**src/rtl/uncache_axi_arbiter.sv**
```systemverilog
// Shares one single-beat AXI master port between the uncached instruction-fetch and
// data-access paths: kseg0/kseg1 translation, two-way arbitration, one transaction at a time.
module uncache_axi_arbiter #(
  parameter int unsigned DATA_PRIO = 0
) (
  input  logic        clk,
  input  logic        rst,
  // instruction port
  input  logic        i_req,
  input  logic [31:0] i_vaddr,
  output logic        i_ack,
  output logic        i_rsp_valid,
  output logic [31:0] i_rdata,
  // data port
  input  logic        d_req,
  input  logic        d_wr,
  input  logic [1:0]  d_size,
  input  logic [31:0] d_vaddr,
  input  logic [31:0] d_wdata,
  input  logic [3:0]  d_wstrb,
  output logic        d_ack,
  output logic        d_rsp_valid,
  output logic [31:0] d_rdata,
  // AXI read address
  output logic [31:0] araddr,
  output logic [2:0]  arsize,
  output logic        arvalid,
  input  logic        arready,
  output logic [7:0]  arlen,
  output logic [1:0]  arburst,
  output logic [3:0]  arid,
  // AXI read data
  input  logic [31:0] rdata,
  input  logic        rvalid,
  output logic        rready,
  // AXI write address
  output logic [31:0] awaddr,
  output logic [2:0]  awsize,
  output logic        awvalid,
  input  logic        awready,
  output logic [7:0]  awlen,
  output logic [3:0]  awid,
  // AXI write data
  output logic [31:0] wdata,
  output logic [3:0]  wstrb,
  output logic        wvalid,
  input  logic        wready,
  output logic        wlast,
  // AXI write response
  input  logic        bvalid,
  output logic        bready
);

  typedef enum logic [2:0] {StIdle, StAr, StR, StAw, StB, StResp} state_e;

  state_e      state_q, state_d;
  logic        owner_q;       // 1 = data port owns the transaction in flight
  logic        last_grant_q;  // 1 = data port won most recently
  logic [31:0] paddr_q;
  logic [1:0]  size_q;
  logic [31:0] wdata_q;
  logic [3:0]  wstrb_q;
  logic [31:0] i_rdata_q, d_rdata_q;
  logic        arvalid_q, rready_q, awvalid_q, wvalid_q, bready_q;
  logic        i_rsp_q, d_rsp_q;

  logic arvalid_d, rready_d, awvalid_d, wvalid_d, bready_d, i_rsp_d, d_rsp_d;
  logic grant_data, take, aw_pend, w_pend;

  // kseg0/kseg1 (0x8000_0000-0xBFFF_FFFF) fold onto the low 512 MiB.
  function automatic logic [31:0] xlate(input logic [31:0] va);
    return (va[31:30] == 2'b10) ? {3'b000, va[28:0]} : va;
  endfunction

  always_comb begin
    grant_data = d_req && (!i_req || (DATA_PRIO != 0) || !last_grant_q);
    take       = (state_q == StIdle) && (i_req || d_req);
    i_ack      = take && !rst && !grant_data;
    d_ack      = take && !rst && grant_data;
    aw_pend    = awvalid_q && !awready;
    w_pend     = wvalid_q && !wready;

    state_d = state_q;
    unique case (state_q)
      StIdle: if (take) state_d = (grant_data && d_wr) ? StAw : StAr;
      StAr:   if (arready) state_d = StR;
      StR:    if (rvalid) state_d = StResp;
      StAw:   if (!aw_pend && !w_pend) state_d = StB;
      StB:    if (bvalid) state_d = StResp;
      StResp: state_d = StIdle;
      default: state_d = StIdle;
    endcase

    // Each write channel drops on its own handshake; both start together on entry.
    awvalid_d = ((state_q == StIdle) && (state_d == StAw)) || ((state_q == StAw) && aw_pend);
    wvalid_d  = ((state_q == StIdle) && (state_d == StAw)) || ((state_q == StAw) && w_pend);
    arvalid_d = (state_d == StAr);
    rready_d  = (state_d == StR);
    bready_d  = (state_d == StB);
    i_rsp_d   = (state_d == StResp) && !owner_q;
    d_rsp_d   = (state_d == StResp) && owner_q;
  end

  always_ff @(posedge clk) begin
    if (rst) begin
      state_q      <= StIdle;
      owner_q      <= 1'b0;
      last_grant_q <= 1'b0;
      paddr_q      <= '0;
      size_q       <= '0;
      wdata_q      <= '0;
      wstrb_q      <= '0;
      i_rdata_q    <= '0;
      d_rdata_q    <= '0;
      arvalid_q    <= 1'b0;
      rready_q     <= 1'b0;
      awvalid_q    <= 1'b0;
      wvalid_q     <= 1'b0;
      bready_q     <= 1'b0;
      i_rsp_q      <= 1'b0;
      d_rsp_q      <= 1'b0;
    end else begin
      state_q   <= state_d;
      arvalid_q <= arvalid_d;
      rready_q  <= rready_d;
      awvalid_q <= awvalid_d;
      wvalid_q  <= wvalid_d;
      bready_q  <= bready_d;
      i_rsp_q   <= i_rsp_d;
      d_rsp_q   <= d_rsp_d;
      if (take) begin
        owner_q      <= grant_data;
        last_grant_q <= grant_data;
        paddr_q      <= xlate(grant_data ? d_vaddr : i_vaddr);
        size_q       <= grant_data ? d_size : 2'd2;
        if (grant_data) begin
          wdata_q <= d_wdata;
          wstrb_q <= d_wstrb;
        end
      end
      if ((state_q == StR) && rvalid) begin
        if (owner_q) d_rdata_q <= rdata;
        else         i_rdata_q <= rdata;
      end
    end
  end

  assign i_rsp_valid = i_rsp_q;
  assign d_rsp_valid = d_rsp_q;
  assign i_rdata     = i_rdata_q;
  assign d_rdata     = d_rdata_q;
  assign araddr      = paddr_q;
  assign awaddr      = paddr_q;
  assign arsize      = {1'b0, size_q};
  assign awsize      = {1'b0, size_q};
  assign arvalid     = arvalid_q;
  assign rready      = rready_q;
  assign awvalid     = awvalid_q;
  assign wvalid      = wvalid_q;
  assign bready      = bready_q;
  assign wdata       = wdata_q;
  assign wstrb       = wstrb_q;
  assign arlen       = 8'd0;
  assign arburst     = 2'b01;
  assign arid        = 4'd0;
  assign awlen       = 8'd0;
  assign awid        = 4'd0;
  assign wlast       = 1'b1;

endmodule
```
**config.mk**
```make
export PLATFORM = sky130hd
export DESIGN_NAME = uncache_axi_arbiter
export DESIGN_NICKNAME = d
export VERILOG_FILES = /design/src/rtl/uncache_axi_arbiter.sv
export SDC_FILE = /design/constraint.sdc
export NUM_CORES = 1
export LEC_CHECK = 0
export ABC_AREA = 1
export CORE_AREA = 2 2 135 137
export CTS_BUF_LIST = sky130_fd_sc_hd__clkbuf_4 sky130_fd_sc_hd__clkbuf_8
export CTS_CLUSTER_DIAMETER = 150
export DETAILED_ROUTE_END_ITERATION = 6
export DIE_AREA = 0 0 137 139
export PLACE_DENSITY = 0.74
export SYNTH_ARGS = -nofsm -noshare
export SYNTH_HDL_FRONTEND = slang
export SYNTH_SLANG_ARGS = --single-unit
```
**constraint.sdc**
```tcl
create_clock -name clk -period 2 [get_ports clk]
set_clock_uncertainty 0.15 [all_clocks]
set_input_delay 0.4 -clock clk [delete_from_list [all_inputs] [get_ports clk]]
set_output_delay 0.4 -clock clk [all_outputs]
set_load 0.01 [all_outputs]
```
* Yosys cells after proc, flatten, opt, wreduce, memory -nomap -nowiden
Cells that the tools add are included.
** Storage, ports and cells
- Flip-flop bits (word level) :: 145
- Input port bits :: 144
- Output and inout port bits :: 206
- Logic and storage cells :: 67
** Cells by class
- Equality and inequality tests :: 10
- Mux-type cells :: 10
- Bitwise gates (word level) :: 1
- Reduce and logical (&&, ||, !) cells :: 31
** Operators by type and width (count)
- 32-bit 2-to-1 mux :: 2
- 1-bit logical AND :: 15
- 3-bit 2-to-1 mux :: 5
- 3-bit one-hot mux with 5 select lines :: 1
- 3-bit by 2-bit == test with 1-bit output (second input constant) :: 4
- 3-bit == test (second input constant) :: 3
- 1-bit zero test :: 8
- 3-bit by 1-bit == test with 1-bit output (second input constant) :: 2
- 2-bit AND reduction :: 3
- 1-bit logical OR :: 4
- 2-bit 2-to-1 mux :: 2
- 3-bit zero test :: 1
- 2-bit == test (second input constant) :: 1
- 1-bit NOT :: 1

* Longest topological paths before layout
- Word-level depth :: 10
- Mapped depth :: 9
- Mapped depth without buffers :: 8

* Least setup slack after synthesis
Ideal clock, no wire load.
- Kind :: in2out
- From :: in rst
- To :: out d_ack
- Arrival :: 1.133 ns
- Data required time :: 1.450 ns
- Path slack :: 0.317 ns
- Stages on the path :: 5
- Buffers on the path :: 2
- Cells stage by stage :: buf_2 > inv_1 > clkbuf_1 > nand2_1 > inv_1
** On the way
- Longest elaborated chain between the ends :: 3
** Ends and longest elaborated chain
- start: declaration :: RTL line 7 : input logic rst,
- 1-bit zero test :: RTL line 79 : d_ack = take && !rst && grant_data;
- 1-bit logical AND (2 in a row) :: RTL line 79
- end: declaration :: RTL line 21 : output logic d_ack,
Every way passes these cells.

* Final worst setup path
- From :: reg state_q[0]
- To :: out i_ack
** On the way
- Longest elaborated chain between the ends :: 4
** Ends and longest elaborated chain
- start: declaration :: RTL line 56 : state_e state_q, state_d;
- start signal: assignment :: RTL line 106 : state_q <= StIdle;
- start signal: assignment :: RTL line 123 : state_q <= state_d;
- 3-bit zero test :: RTL line 77 : take = (state_q == StIdle) && (i_req || d_req);
- 1-bit logical AND :: RTL line 77
- 1-bit logical AND (2 in a row) :: RTL line 78 : i_ack = take && !rst && !grant_data;
- end: declaration :: RTL line 11 : output logic i_ack,
Every way passes these cells.

==> impl_metrics.csv <==
group,metric,value,unit
status,outcome,"complete, but fails checks",
status,violations,"setup timing",
worst_setup_path,worstSetupStartpointType,"register",
routing,first_iter_violations,300,
routing,vias,6131,
worst_setup_path,crit_type,"reg -> out",
finish,mostFrequentLayoutCell,"clkdlybuf4s50_1",
sta,finalHoldViolations,0,
clock_tree,cts-root-buf,"clkbuf_8",
sta,rsz0062_at_grt,"true",
yosys,netlist_instances,773,
worst_setup_path,crit_chain,"nor2_4, nand3_4, buf_6, inv_4, nand2_2, nor2_1, buf_2",
job,maxCapViolations,0,
sta,fin_hold_ws,309,ps
place,io_buffers,320,
clock_tree,cts_made_buffers,17,
place,dpl.hpwl,14300,um
worst_setup_path,worst-r2r-cell-count,13,
finish,nets,1207,
sta,layout_setup_ws,-19.7,ps
finish,register_area,2910,sq um
worst_setup_path,timing.rr.start,"state_q[0]",
clock_tree,cts_max_path_buffers,2,
global_routing,grt_max_degree,73,
yosys,synth.ff_latch_count,145,
worst_setup_path,r2r-end,"last_grant_q",
yosys,synth_area_leaders,"dfxtp_1, a21oi_1, buf_4",
worst_setup_path,end_kind,"output pin",
min_path,hold_path_end,"araddr[1]",
sta,max_freq,495,MHz
floorplan,dieArea,19000,sq um
finish,num_antenna_cells,0,
worst_setup_path,worstPathArrival,1470,ps
finish,fin_cells,1304,
clock_tree,h-tree-depth,4,
sta,slew_headroom,47.4,%
sta,fin_crit_sh,101,%
floorplan,rows,49,
min_path,hp-start,"rst",
finish,final_cell_area,9650,sq um
global_routing,antenna_found_initial,0,
worst_setup_path,crit_fanout,3,
floorplan,fp.dieH,139,um
finish,layout-drive-gt1-share,9.21,%
yosys,ys_seq_area_share,48.5,%
finish,syn_to_final_growth,61.3,%
finish,final_cell_mix,"clkdlybuf4s50_1, dfxtp_1, a21oi_1, nand2_1, nor2_1",
routing,ant_nets,0,
sta,worstMarginPinSlew,789,ps
worst_setup_path,crit_required,1450,ps
place,dpl_cell_area,9080,sq um
routing,wirelength,20200,um
floorplan,ioPinCount,350,
global_routing,grt_pass1_vias,5604,
clock_tree,path_clk_slew,90,ps
pwr,powerDensity,866,nW/um^2
min_path,hold_path_depth,5,
clock_tree,numClockSinks,145,
clock_tree,cts_tree,"built",
worst_setup_path,max_stage_delay,330,ps
clock_tree,clkLatencyLatePin,430,ps
min_path,worstHoldPathType,"in -> reg",
yosys,syn_avg_cell_area,7.74,sq um
yosys,synth_top_area_share,48.5,%
yosys,synthDistinctLibCells,22,
place,place.gp.congestion,0.818,
routing,via_per_inst,4.70,
pwr,power.total,0.00836,W
finish,fillers,1618,
yosys,synth_top_area_cell,"dfxtp_1",
global_routing,grt_remaining_overflow,0,
pwr,ir_worst_vdd,0.444,mV
pwr,leakagePower,3.84,nW
floorplan,core,17700,sq um
routing,drt_pass1_iterations,4,
worst_setup_path,reg2reg_slack,30,ps
sta,drv_slew,0,
finish,multi_input_area,2340,sq um
floorplan,dieWidth,137,um
routing,wl_per_cell,15.5,um
global_routing,grt_pass1_wl,30800,um
worst_setup_path,critPathSlowestCell,"dfxtp_2",
sta,final.min_clock_period,2020,ps
yosys,syn_area,5980,sq um
sta,setup_viol,1,
place,dp_cells,1264,
yosys,yosys_warnings,0,
global_routing,track_usage,20.4,%
floorplan,initial_core_util,33.9,%
routing,drc,0,
==> metrics by stage <==
| stage | setup TNS, ps | utilization, % | setup WS, ps |
|---|---|---|---|
| global route | -211 | 54.7 | -121 |
| floorplan | 0 | - | 317 |
| global placement | -14470 | 51.4 | -533 |
| CTS | -102 | 54.5 | -76.9 |
| finish | -19.7 | 54.7 | -19.7 |
| detailed placement | -17420 | 51.4 | -584 |
==> worst max-delay path by stage <==
stage,start,end,slack (ps),depth (start not counted)
after floorplan,rst,d_ack,320,5
after global placement,i_req,i_ack,-530,9
after detailed placement,i_req,i_ack,-580,9
after CTS,state_q[1],i_ack,-80,7
after global routing,state_q[0],i_ack,-120,7
final,state_q[0],i_ack,-20,7
==> flip-flops by register name (all words and copies together), names as in the netlist, 2 cells and up <==
name and flops:
araddr 32, wstrb 4, d_rdata 32, state_q 3
size_q 2, i_rdata 32, wdata 32
==> routing by layer <==
| metal | vias to the layer above | wire [um] | global-route usage (%) |
|---|---|---|---|
| met1 | 2816 | 8390 | 25.1 |
| met5 | - | 0 | 0 |
| met3 | 45 | 1390 | 5.81 |
| met2 | 225 | 9790 | 33.4 |
| met4 | 0 | 636 | 8.25 |
| li1 | 3045 | - | - |
==> cell families (layout without fill, tap and decap cells) <==
logic type | Yosys count | count (layout) | share of synthesized area, %
compound gates | 198 | 198 | 16.6
flops | 145 | 145 | 48.5
buf+inv | 137 | 412 | 14.5
other cells | 2 | 29 | 0.125
simple gates | 291 | 291 | 20.3
==> layout make-up <==
cell class                 instances  share of cell area (%)
sequential                       145                    30.1
multi-input combinational        518                    24.2
clock buffer                      20                    2.79
tap                              229                    2.97
clock inverter                    11                    1.84
inverter                          19                   0.765
timing repair buffer             362                    37.3
==> worst max-delay path: cells and delay by family (launching register included) <==
kind	cells	cell delay (ps)
AND/OR/NAND/NOR	4	400
buffers and inverters	3	320
flip-flops	1	330
==> power by group <==
group	switching (W)	internal, W	total [W]
Clock	0.00116	0.00145	0.00261
Combinational	0.00112	0.00125	0.00238
Sequential	0.000195	0.00318	0.00337
==> timing repair <==
action | in CTS | in global routing
setup endpoints to repair | 5 | 47
hold buffers | 0 | 0
buffers inserted | 9 | 0
resized for setup | 22 | 15
pin swaps | 4 | 4
==> synth_stat cells <==
library cell	number
buf_6	10
dfxtp_1	145
nor3_1	1
nor2_2	3
buf_1	2
nor2_1	80
nand3_2	1
inv_1	12
o31ai_1	1
a21oi_1	129
nand2_1	125
o21ai_0	10
clkbuf_1	21
buf_4	68
conb_1	2
nand2_2	2
inv_4	1
nand4_1	1
buf_2	17
nand3_1	78
o21ai_1	58
inv_2	6
Note: power is estimated with default switching activity, not from simulation.
